### src/rtl/painterengine_gpu_dma_reader_pkg.sv
// PainterEngine GPU shared definitions.
// DMA reader state codes and AXI/word constants.
package painterengine_gpu_pkg;

  typedef enum logic [7:0] {
    RD_IDLE        = 8'h00,
    RD_CHECK       = 8'h01,
    RD_AR          = 8'h02,
    RD_R           = 8'h03,
    RD_PUSH        = 8'h04,
    RD_DONE        = 8'h05,
    RD_DRAIN_AR    = 8'h06,
    RD_DRAIN_R     = 8'h07,
    RD_ALIGN_ERROR = 8'h08,
    RD_BUS_ERROR   = 8'h09
  } rd_state_e;

  localparam logic [1:0]  AXI_RESP_OKAY = 2'b00;
  localparam logic [31:0] WORD_BYTES    = 32'd4;

endpackage

### src/rtl/painterengine_gpu_dma_reader_if.sv
// DMA reader port group: task control, AXI4-Lite read
// master, staging FIFO write side and state readback.
interface painterengine_gpu_dma_reader_if;

  logic        i_wire_dma_reader_resetn;
  logic [31:0] i_wire_dma_reader_address;
  logic [31:0] i_wire_dma_reader_length;
  logic        o_wire_dma_reader_done;
  logic        o_wire_dma_reader_error;

  logic [31:0] o_wire_m_araddr;
  logic        o_wire_m_arvalid;
  logic        i_wire_m_arready;
  logic [31:0] i_wire_m_rdata;
  logic [1:0]  i_wire_m_rresp;
  logic        i_wire_m_rvalid;
  logic        o_wire_m_rready;

  logic [31:0] o_wire_fifo_data;
  logic        o_wire_fifo_write;
  logic        i_wire_fifo_full;

  logic [31:0] o_wire_state;

  modport master (
    input  i_wire_dma_reader_resetn,
    input  i_wire_dma_reader_address,
    input  i_wire_dma_reader_length,
    output o_wire_dma_reader_done,
    output o_wire_dma_reader_error,
    output o_wire_m_araddr,
    output o_wire_m_arvalid,
    input  i_wire_m_arready,
    input  i_wire_m_rdata,
    input  i_wire_m_rresp,
    input  i_wire_m_rvalid,
    output o_wire_m_rready,
    output o_wire_fifo_data,
    output o_wire_fifo_write,
    input  i_wire_fifo_full,
    output o_wire_state
  );

  modport slave (
    output i_wire_dma_reader_resetn,
    output i_wire_dma_reader_address,
    output i_wire_dma_reader_length,
    input  o_wire_dma_reader_done,
    input  o_wire_dma_reader_error,
    input  o_wire_m_araddr,
    input  o_wire_m_arvalid,
    output i_wire_m_arready,
    output i_wire_m_rdata,
    output i_wire_m_rresp,
    output i_wire_m_rvalid,
    input  o_wire_m_rready,
    input  o_wire_fifo_data,
    input  o_wire_fifo_write,
    output i_wire_fifo_full,
    input  o_wire_state
  );

endinterface

### src/rtl/painterengine_gpu_dma_reader.sv
// Memory-to-FIFO DMA read engine, one AXI4-Lite read
// outstanding, one block per enable pulse.
module painterengine_gpu_dma_reader
  import painterengine_gpu_pkg::*;
(
  input logic i_wire_clock,
  input logic i_wire_resetn,
  painterengine_gpu_dma_reader_if.master bus
);

  rd_state_e   state_q;
  rd_state_e   state_d;
  logic [31:0] cur_addr_q;
  logic [31:0] remaining_q;
  logic [31:0] word_q;
  logic        write_q;

  logic en;
  logic misaligned;
  logic push_ok;

  assign en         = bus.i_wire_dma_reader_resetn;
  assign misaligned = (|cur_addr_q[1:0]) | (|remaining_q[1:0]);
  // Strobe is registered so fifo_full never reaches an output.
  assign push_ok    = (state_q == RD_PUSH) & en & ~bus.i_wire_fifo_full;

  always_ff @(posedge i_wire_clock or negedge i_wire_resetn) begin
    if (!i_wire_resetn) state_q <= RD_IDLE;
    else                state_q <= state_d;
  end

  always_comb begin
    state_d = state_q;
    unique case (state_q)
      RD_IDLE:
        if (en) state_d = RD_CHECK;
      RD_CHECK:
        if (!en)                     state_d = RD_IDLE;
        else if (misaligned)         state_d = RD_ALIGN_ERROR;
        else if (remaining_q == '0)  state_d = RD_DONE;
        else                         state_d = RD_AR;
      RD_AR:
        if (bus.i_wire_m_arready) state_d = en ? RD_R : RD_DRAIN_R;
        else if (!en)             state_d = RD_DRAIN_AR;
      RD_R:
        if (bus.i_wire_m_rvalid) begin
          if (!en)
            state_d = RD_IDLE;
          else if (bus.i_wire_m_rresp != AXI_RESP_OKAY)
            state_d = RD_BUS_ERROR;
          else
            state_d = RD_PUSH;
        end else if (!en) begin
          state_d = RD_DRAIN_R;
        end
      RD_PUSH:
        if (!en)                        state_d = RD_IDLE;
        else if (!bus.i_wire_fifo_full) state_d = RD_CHECK;
      RD_DONE, RD_ALIGN_ERROR, RD_BUS_ERROR:
        if (!en) state_d = RD_IDLE;
      // VALID already raised must complete; enable is ignored here.
      RD_DRAIN_AR:
        if (bus.i_wire_m_arready) state_d = RD_DRAIN_R;
      RD_DRAIN_R:
        if (bus.i_wire_m_rvalid) state_d = RD_IDLE;
      default:
        state_d = RD_IDLE;
    endcase
  end

  logic arvalid_c;
  logic rready_c;
  logic done_c;
  logic error_c;

  always_comb begin
    arvalid_c = 1'b0;
    rready_c  = 1'b0;
    done_c    = 1'b0;
    error_c   = 1'b0;
    unique case (state_q)
      RD_AR, RD_DRAIN_AR:           arvalid_c = 1'b1;
      RD_R, RD_DRAIN_R:             rready_c  = 1'b1;
      RD_DONE:                      done_c    = 1'b1;
      RD_ALIGN_ERROR, RD_BUS_ERROR: error_c   = 1'b1;
      default: ;
    endcase
  end

  always_ff @(posedge i_wire_clock or negedge i_wire_resetn) begin
    if (!i_wire_resetn) begin
      cur_addr_q  <= '0;
      remaining_q <= '0;
      word_q      <= '0;
      write_q     <= 1'b0;
    end else begin
      write_q <= push_ok;
      if (state_q == RD_IDLE && en) begin
        cur_addr_q  <= bus.i_wire_dma_reader_address;
        remaining_q <= bus.i_wire_dma_reader_length;
      end
      if (state_q == RD_R && bus.i_wire_m_rvalid)
        word_q <= bus.i_wire_m_rdata;
      if (push_ok) begin
        cur_addr_q  <= cur_addr_q + WORD_BYTES;
        remaining_q <= remaining_q - WORD_BYTES;
      end
    end
  end

  assign bus.o_wire_m_araddr         = cur_addr_q;
  assign bus.o_wire_m_arvalid        = arvalid_c;
  assign bus.o_wire_m_rready         = rready_c;
  assign bus.o_wire_dma_reader_done  = done_c;
  assign bus.o_wire_dma_reader_error = error_c;
  assign bus.o_wire_fifo_data        = word_q;
  assign bus.o_wire_fifo_write       = write_q;
  assign bus.o_wire_state            = {24'd0, state_q};

endmodule

### src/flat_wrapper.sv
// flat-port wrapper written by rule: the top's interface ports become plain ports
module painterengine_gpu_dma_reader_flat import painterengine_gpu_pkg::*;
  (i_wire_clock, i_wire_resetn, bus_i_wire_dma_reader_resetn, bus_i_wire_dma_reader_address, bus_i_wire_dma_reader_length, bus_o_wire_dma_reader_done, bus_o_wire_dma_reader_error, bus_o_wire_m_araddr, bus_o_wire_m_arvalid, bus_i_wire_m_arready, bus_i_wire_m_rdata, bus_i_wire_m_rresp, bus_i_wire_m_rvalid, bus_o_wire_m_rready, bus_o_wire_fifo_data, bus_o_wire_fifo_write, bus_i_wire_fifo_full, bus_o_wire_state);
  painterengine_gpu_dma_reader_if bus_i ();
  input logic i_wire_clock;
  input logic i_wire_resetn;
  input wire logic [$bits(bus_i.i_wire_dma_reader_resetn)-1:0] bus_i_wire_dma_reader_resetn;
  input wire logic [$bits(bus_i.i_wire_dma_reader_address)-1:0] bus_i_wire_dma_reader_address;
  input wire logic [$bits(bus_i.i_wire_dma_reader_length)-1:0] bus_i_wire_dma_reader_length;
  output wire logic [$bits(bus_i.o_wire_dma_reader_done)-1:0] bus_o_wire_dma_reader_done;
  output wire logic [$bits(bus_i.o_wire_dma_reader_error)-1:0] bus_o_wire_dma_reader_error;
  output wire logic [$bits(bus_i.o_wire_m_araddr)-1:0] bus_o_wire_m_araddr;
  output wire logic [$bits(bus_i.o_wire_m_arvalid)-1:0] bus_o_wire_m_arvalid;
  input wire logic [$bits(bus_i.i_wire_m_arready)-1:0] bus_i_wire_m_arready;
  input wire logic [$bits(bus_i.i_wire_m_rdata)-1:0] bus_i_wire_m_rdata;
  input wire logic [$bits(bus_i.i_wire_m_rresp)-1:0] bus_i_wire_m_rresp;
  input wire logic [$bits(bus_i.i_wire_m_rvalid)-1:0] bus_i_wire_m_rvalid;
  output wire logic [$bits(bus_i.o_wire_m_rready)-1:0] bus_o_wire_m_rready;
  output wire logic [$bits(bus_i.o_wire_fifo_data)-1:0] bus_o_wire_fifo_data;
  output wire logic [$bits(bus_i.o_wire_fifo_write)-1:0] bus_o_wire_fifo_write;
  input wire logic [$bits(bus_i.i_wire_fifo_full)-1:0] bus_i_wire_fifo_full;
  output wire logic [$bits(bus_i.o_wire_state)-1:0] bus_o_wire_state;
  assign bus_i.i_wire_dma_reader_resetn = bus_i_wire_dma_reader_resetn;
  assign bus_i.i_wire_dma_reader_address = bus_i_wire_dma_reader_address;
  assign bus_i.i_wire_dma_reader_length = bus_i_wire_dma_reader_length;
  assign bus_o_wire_dma_reader_done = bus_i.o_wire_dma_reader_done;
  assign bus_o_wire_dma_reader_error = bus_i.o_wire_dma_reader_error;
  assign bus_o_wire_m_araddr = bus_i.o_wire_m_araddr;
  assign bus_o_wire_m_arvalid = bus_i.o_wire_m_arvalid;
  assign bus_i.i_wire_m_arready = bus_i_wire_m_arready;
  assign bus_i.i_wire_m_rdata = bus_i_wire_m_rdata;
  assign bus_i.i_wire_m_rresp = bus_i_wire_m_rresp;
  assign bus_i.i_wire_m_rvalid = bus_i_wire_m_rvalid;
  assign bus_o_wire_m_rready = bus_i.o_wire_m_rready;
  assign bus_o_wire_fifo_data = bus_i.o_wire_fifo_data;
  assign bus_o_wire_fifo_write = bus_i.o_wire_fifo_write;
  assign bus_i.i_wire_fifo_full = bus_i_wire_fifo_full;
  assign bus_o_wire_state = bus_i.o_wire_state;
  painterengine_gpu_dma_reader u_core (.i_wire_clock(i_wire_clock), .i_wire_resetn(i_wire_resetn), .bus(bus_i));
endmodule
### config.mk
export PLATFORM = sky130hd
export DESIGN_NAME = painterengine_gpu_dma_reader_flat
export DESIGN_NICKNAME = d
export VERILOG_FILES = /design/src/rtl/painterengine_gpu_dma_reader_pkg.sv /design/src/rtl/painterengine_gpu_dma_reader_if.sv /design/src/rtl/painterengine_gpu_dma_reader.sv /design/src/flat_wrapper.sv
export SDC_FILE = /design/constraint.sdc
export NUM_CORES = 1
export LEC_CHECK = 0
export CORE_ASPECT_RATIO = 1.4
export CORE_MARGIN = 2
export CORE_UTILIZATION = 37
export DETAILED_ROUTE_END_ITERATION = 10
export PLACE_DENSITY = 0.73
export SYNTH_ARGS = -nofsm -noshare
export SYNTH_HDL_FRONTEND = slang
export SYNTH_SLANG_ARGS = --single-unit
### constraint.sdc
create_clock -name i_wire_clock -period 2.2 [get_ports i_wire_clock]
set_input_delay 0.33 -clock i_wire_clock [delete_from_list [all_inputs] [get_ports i_wire_clock]]
set_output_delay 0.33 -clock i_wire_clock [all_outputs]
set_load 0.005 [all_outputs]
==> results.sh <==
export IMPL_wirelength_um=17400
export IMPL_final_layout_size_suffix_gt1_share_pct=17.5
export IMPL_wire_per_inst_um=17.0
export IMPL_startpoint_type="register"
export IMPL_vias=5529
export IMPL_slowest_stage="or4_4"
export IMPL_clock_fmax_mhz=431
export IMPL_reg2reg_from="u_core.remaining_q[18]$_DFFE_PN0P_"
export IMPL_synth_top_area_cell="dfrtp_1"
export IMPL_rows=52
export IMPL_nets=936
export IMPL_crit_type="reg2reg"
export IMPL_drtPass1Iterations=4
export IMPL_ant_nets=0
export IMPL_gr_total_overflow=0
export IMPL_drc=0
export IMPL_ys_seq_area_share_pct=45.8
export IMPL_power_density_mw_per_mm2=1250
export IMPL_fin_ws_ps=-123
export IMPL_drtIter0Drc=217
export IMPL_synth_area_leaders="dfrtp_1 (46%), nand2_1 (6.7%), mux2_2 (6.5%)"
export IMPL_cp_data_required_time_ps=2470
export IMPL_grt_pass1_wl_um=27900
export IMPL_synth_area_mm2=0.00552
export IMPL_finalInstanceArea_mm2=0.00835
export IMPL_chipWidth_um=107
export IMPL_p_leak_nw=3.53
export IMPL_initial_core_util_pct=38.0
export IMPL_die_y_um=149
export IMPL_numCtsBuffers=9
export IMPL_async_flop_share_pct=100
export IMPL_rsz0062_at_grt="true"
export IMPL_max_cap_viol_count=0
export IMPL_r2r_worst_path_cells=5
export IMPL_cpMostUsedCell="or4_4"
export IMPL_worstReg2RegEnd="u_core.state_q[2]$_DFFE_PN0P_"
export IMPL_critPathMaxFanout=3
export IMPL_critPathCaptureType="register"
export IMPL_clockBufferDepth=2
export IMPL_design_die_area_mm2=0.0159
export IMPL_syn_to_final_growth_pct=51.2
export IMPL_synth_edf_count=0
export IMPL_antenna_found_initial=0
export IMPL_syn_inst=597
export IMPL_ir_drop_uv=544
export IMPL_seq_area_mm2=0.00253
export IMPL_synth_seq_cells=101
export IMPL_fin_crit_sh_pct=106
export IMPL_max_slew_margin_pct=57.3
export IMPL_grt_pass1_vias=5685
export IMPL_n_fill_cell=1286
export IMPL_antenna_cells=0
export IMPL_placed_area_mm2=0.00792
export IMPL_clockRootBuffer="clkbuf_16"
export IMPL_yosysWarningCount=0
export IMPL_grt_max_degree=41
export IMPL_synth_xor_area_share_pct=0.635
export IMPL_synth_top_family_by_area="simple AND/OR/NAND/NOR gates"
export IMPL_multi_input_area_mm2=0.00280
export IMPL_synth_mux_area_share_pct=6.53
export IMPL_synth_cell_types=54
export IMPL_clkTransAtPathRegs_ps=70
export IMPL_core_area_mm2=0.0145
export IMPL_arrival_ps=2600
export IMPL_clock_latency_ps=340
export IMPL_synth_top_area_share_pct=45.8
export IMPL_reg2reg_slack_ps=-120
export IMPL_synth_top_flop_cell="dfrtp_1"
export IMPL_via_per_inst=5.40
export IMPL_cts_sinks=101
export IMPL_critical_path_cell_chain="or4_4 -> or4_4 -> or4_4 -> o211ai_2 -> o221a_1"
export IMPL_gp_congestion=0.897
export IMPL_fin_setup_tns_ps=-270
export IMPL_p_total_mw=10.4
export IMPL_finClkSkew_ps=8.13
export IMPL_slowest_delay_ps=550
export IMPL_cts_tree="yes"
export IMPL_synth_fa_ha_area_share_pct=0.680
export IMPL_grt_use_total_pct=21.9
export IMPL_synth_compound_area_share_pct=16.5
export IMPL_final_hold_viol_count=0
export IMPL_tightest_slew_ps=632
export IMPL_holdCritPathClass="in2async"
export IMPL_io_buffers=176
export IMPL_violations="setup timing"
export IMPL_final_max_slew_viol_count=0
export IMPL_setup_viol=3
export IMPL_detailedPlace_worstSlack_ps=-130
export IMPL_synth_simple_area_share_pct=23.2
export IMPL_min_period_ps=2320
export IMPL_pin_count=205
export IMPL_h_tree_depth=3
export IMPL_synth_area_per_cell_um2=9.25
export IMPL_hold_ws_ps=480
export IMPL_hpwl_um=13400
export IMPL_status="complete, but fails checks"
-- cells in the mapped netlist (2+ instances only) --
cell type    n
o211ai_1    23
nand4b_1     3
o211a_1      2
mux2_2      32
buf_1        5
nor2b_1      4
o311ai_0     9
xor2_1       4
nand3b_1     3
or3_1        7
or4_4        3
a22oi_1     10
and3_1       5
and2_1       4
o221ai_1     2
nand4_1     17
nand2b_1     2
a31o_2       2
nand3_1     40
nor4_1      15
or2_2        4
or4_1        5
nand2_1     98
a221o_1      9
ha_1         3
a21oi_1     18
a31oi_1      4
o22a_1       2
nor2_1      26
nor3_1      19
clkbuf_1    24
a41oi_1      3
o21ai_0     30
inv_1       11
dfrtp_1    101
a22o_1       2
o21a_1       2
buf_4       28
-- routing by layer --
layer / wire [um] / GRT usage [%]
met4: 320 / 7.21
met5: 0 / 0
met3: 1070 / 3.59
met2: 9130 / 39.7
met1: 6900 / 26.0
-- sequential cells by signal (all words and copies together) (netlist names) --
signal,cells
u_core.remaining_q,32
u_core.state_q,4
u_core.bus.o_wire_m_araddr,32
u_core.bus.o_wire_fifo_write,1
u_core.bus.o_wire_fifo_data,32
-- worst max-delay path, delay by kind of cell, from the launching register on --
family	cells	cell delay [ps]
AO/OA/AOI/OAI	2	390
flip-flops	1	380
AND/OR/NAND/NOR	3	1500
-- placed cells by master, fill, tap and decap left out, types with 5 or more instances in the layout --
master             n
clkdlybuf4s50_1  175
dfrtp_1          101
nand2_1           96
buf_4             69
nand3_1           40
mux2_2            32
o21ai_0           29
conb_1            28
nor2_1            26
o211ai_1          23
a21oi_1           18
nand4_1           17
nor3_1            16
inv_1             11
nor4_1            10
a22oi_1           10
a221o_1            9
clkbuf_16          9
o311ai_0           8
or3_1              7
buf_12             6
and3_1             5
or4_1              5
-- per-stage QoR --
step	util [%]	std cells
floorplan	-	624
global placement	54.6	1003
detailed placement	54.6	1003
CTS	57.1	1021
global route	57.5	1023
finish	57.5	1023
-- timing repair --
item / CTS / global route
pin swaps: 3 / 5
gates resized for setup: 4 / 9
hold buffers: 1 / 0
buffers inserted: 1 / 2
gates cloned: 0 / 0
setup endpoints to repair: 8 / 13
endpoints found under the hold margin: 28 / 0
-- cell type report --
type / count / share of cell area, %
Inverter: 11 / 0.495
Tap cell: 189 / 2.83
Multi-Input combinational cell: 454 / 33.5
Clock buffer: 11 / 3.03
Timing Repair Buffer: 252 / 28.9
Sequential cell: 101 / 30.3
Clock inverter: 5 / 0.989
-- power breakdown --
group          total (mW)  internal [mW]  switching (mW)
clock network        1.77           1.06           0.706
logic                5.14           2.83            2.31
registers            3.51           2.74           0.766
-- how the worst max path moves through the flow --
stage | startpoint | endpoint | slack [ps] | cells after the start
finish | u_core.remaining_q[18]$_DFFE_PN0P_ | u_core.state_q[2]$_DFFE_PN0P_ | -120 | 5
global route | u_core.remaining_q[16]$_DFFE_PN0P_ | u_core.state_q[2]$_DFFE_PN0P_ | -190 | 5
CTS | u_core.remaining_q[18]$_DFFE_PN0P_ | u_core.state_q[2]$_DFFE_PN0P_ | -110 | 5
detailed placement | bus_i_wire_fifo_full | u_core.remaining_q[24]$_DFFE_PN0P_ | -130 | 7
global placement | u_core.remaining_q[18]$_DFFE_PN0P_ | u_core.remaining_q[27]$_DFFE_PN0P_ | -110 | 6
floorplan | u_core.remaining_q[16]$_DFFE_PN0P_ | u_core.state_q[2]$_DFFE_PN0P_ | -70 | 5
-- kinds of logic after synthesis --
logic type,Yosys count
AND/OR/NAND/NOR,259
AO/OA/AOI/OAI,128
flip-flops,101
buffers and inverters,69
multiplexers,32
XOR/XNOR,4
adder cells (fa/ha/maj),3
other,1
Note: power is estimated with default switching activity, not from simulation.
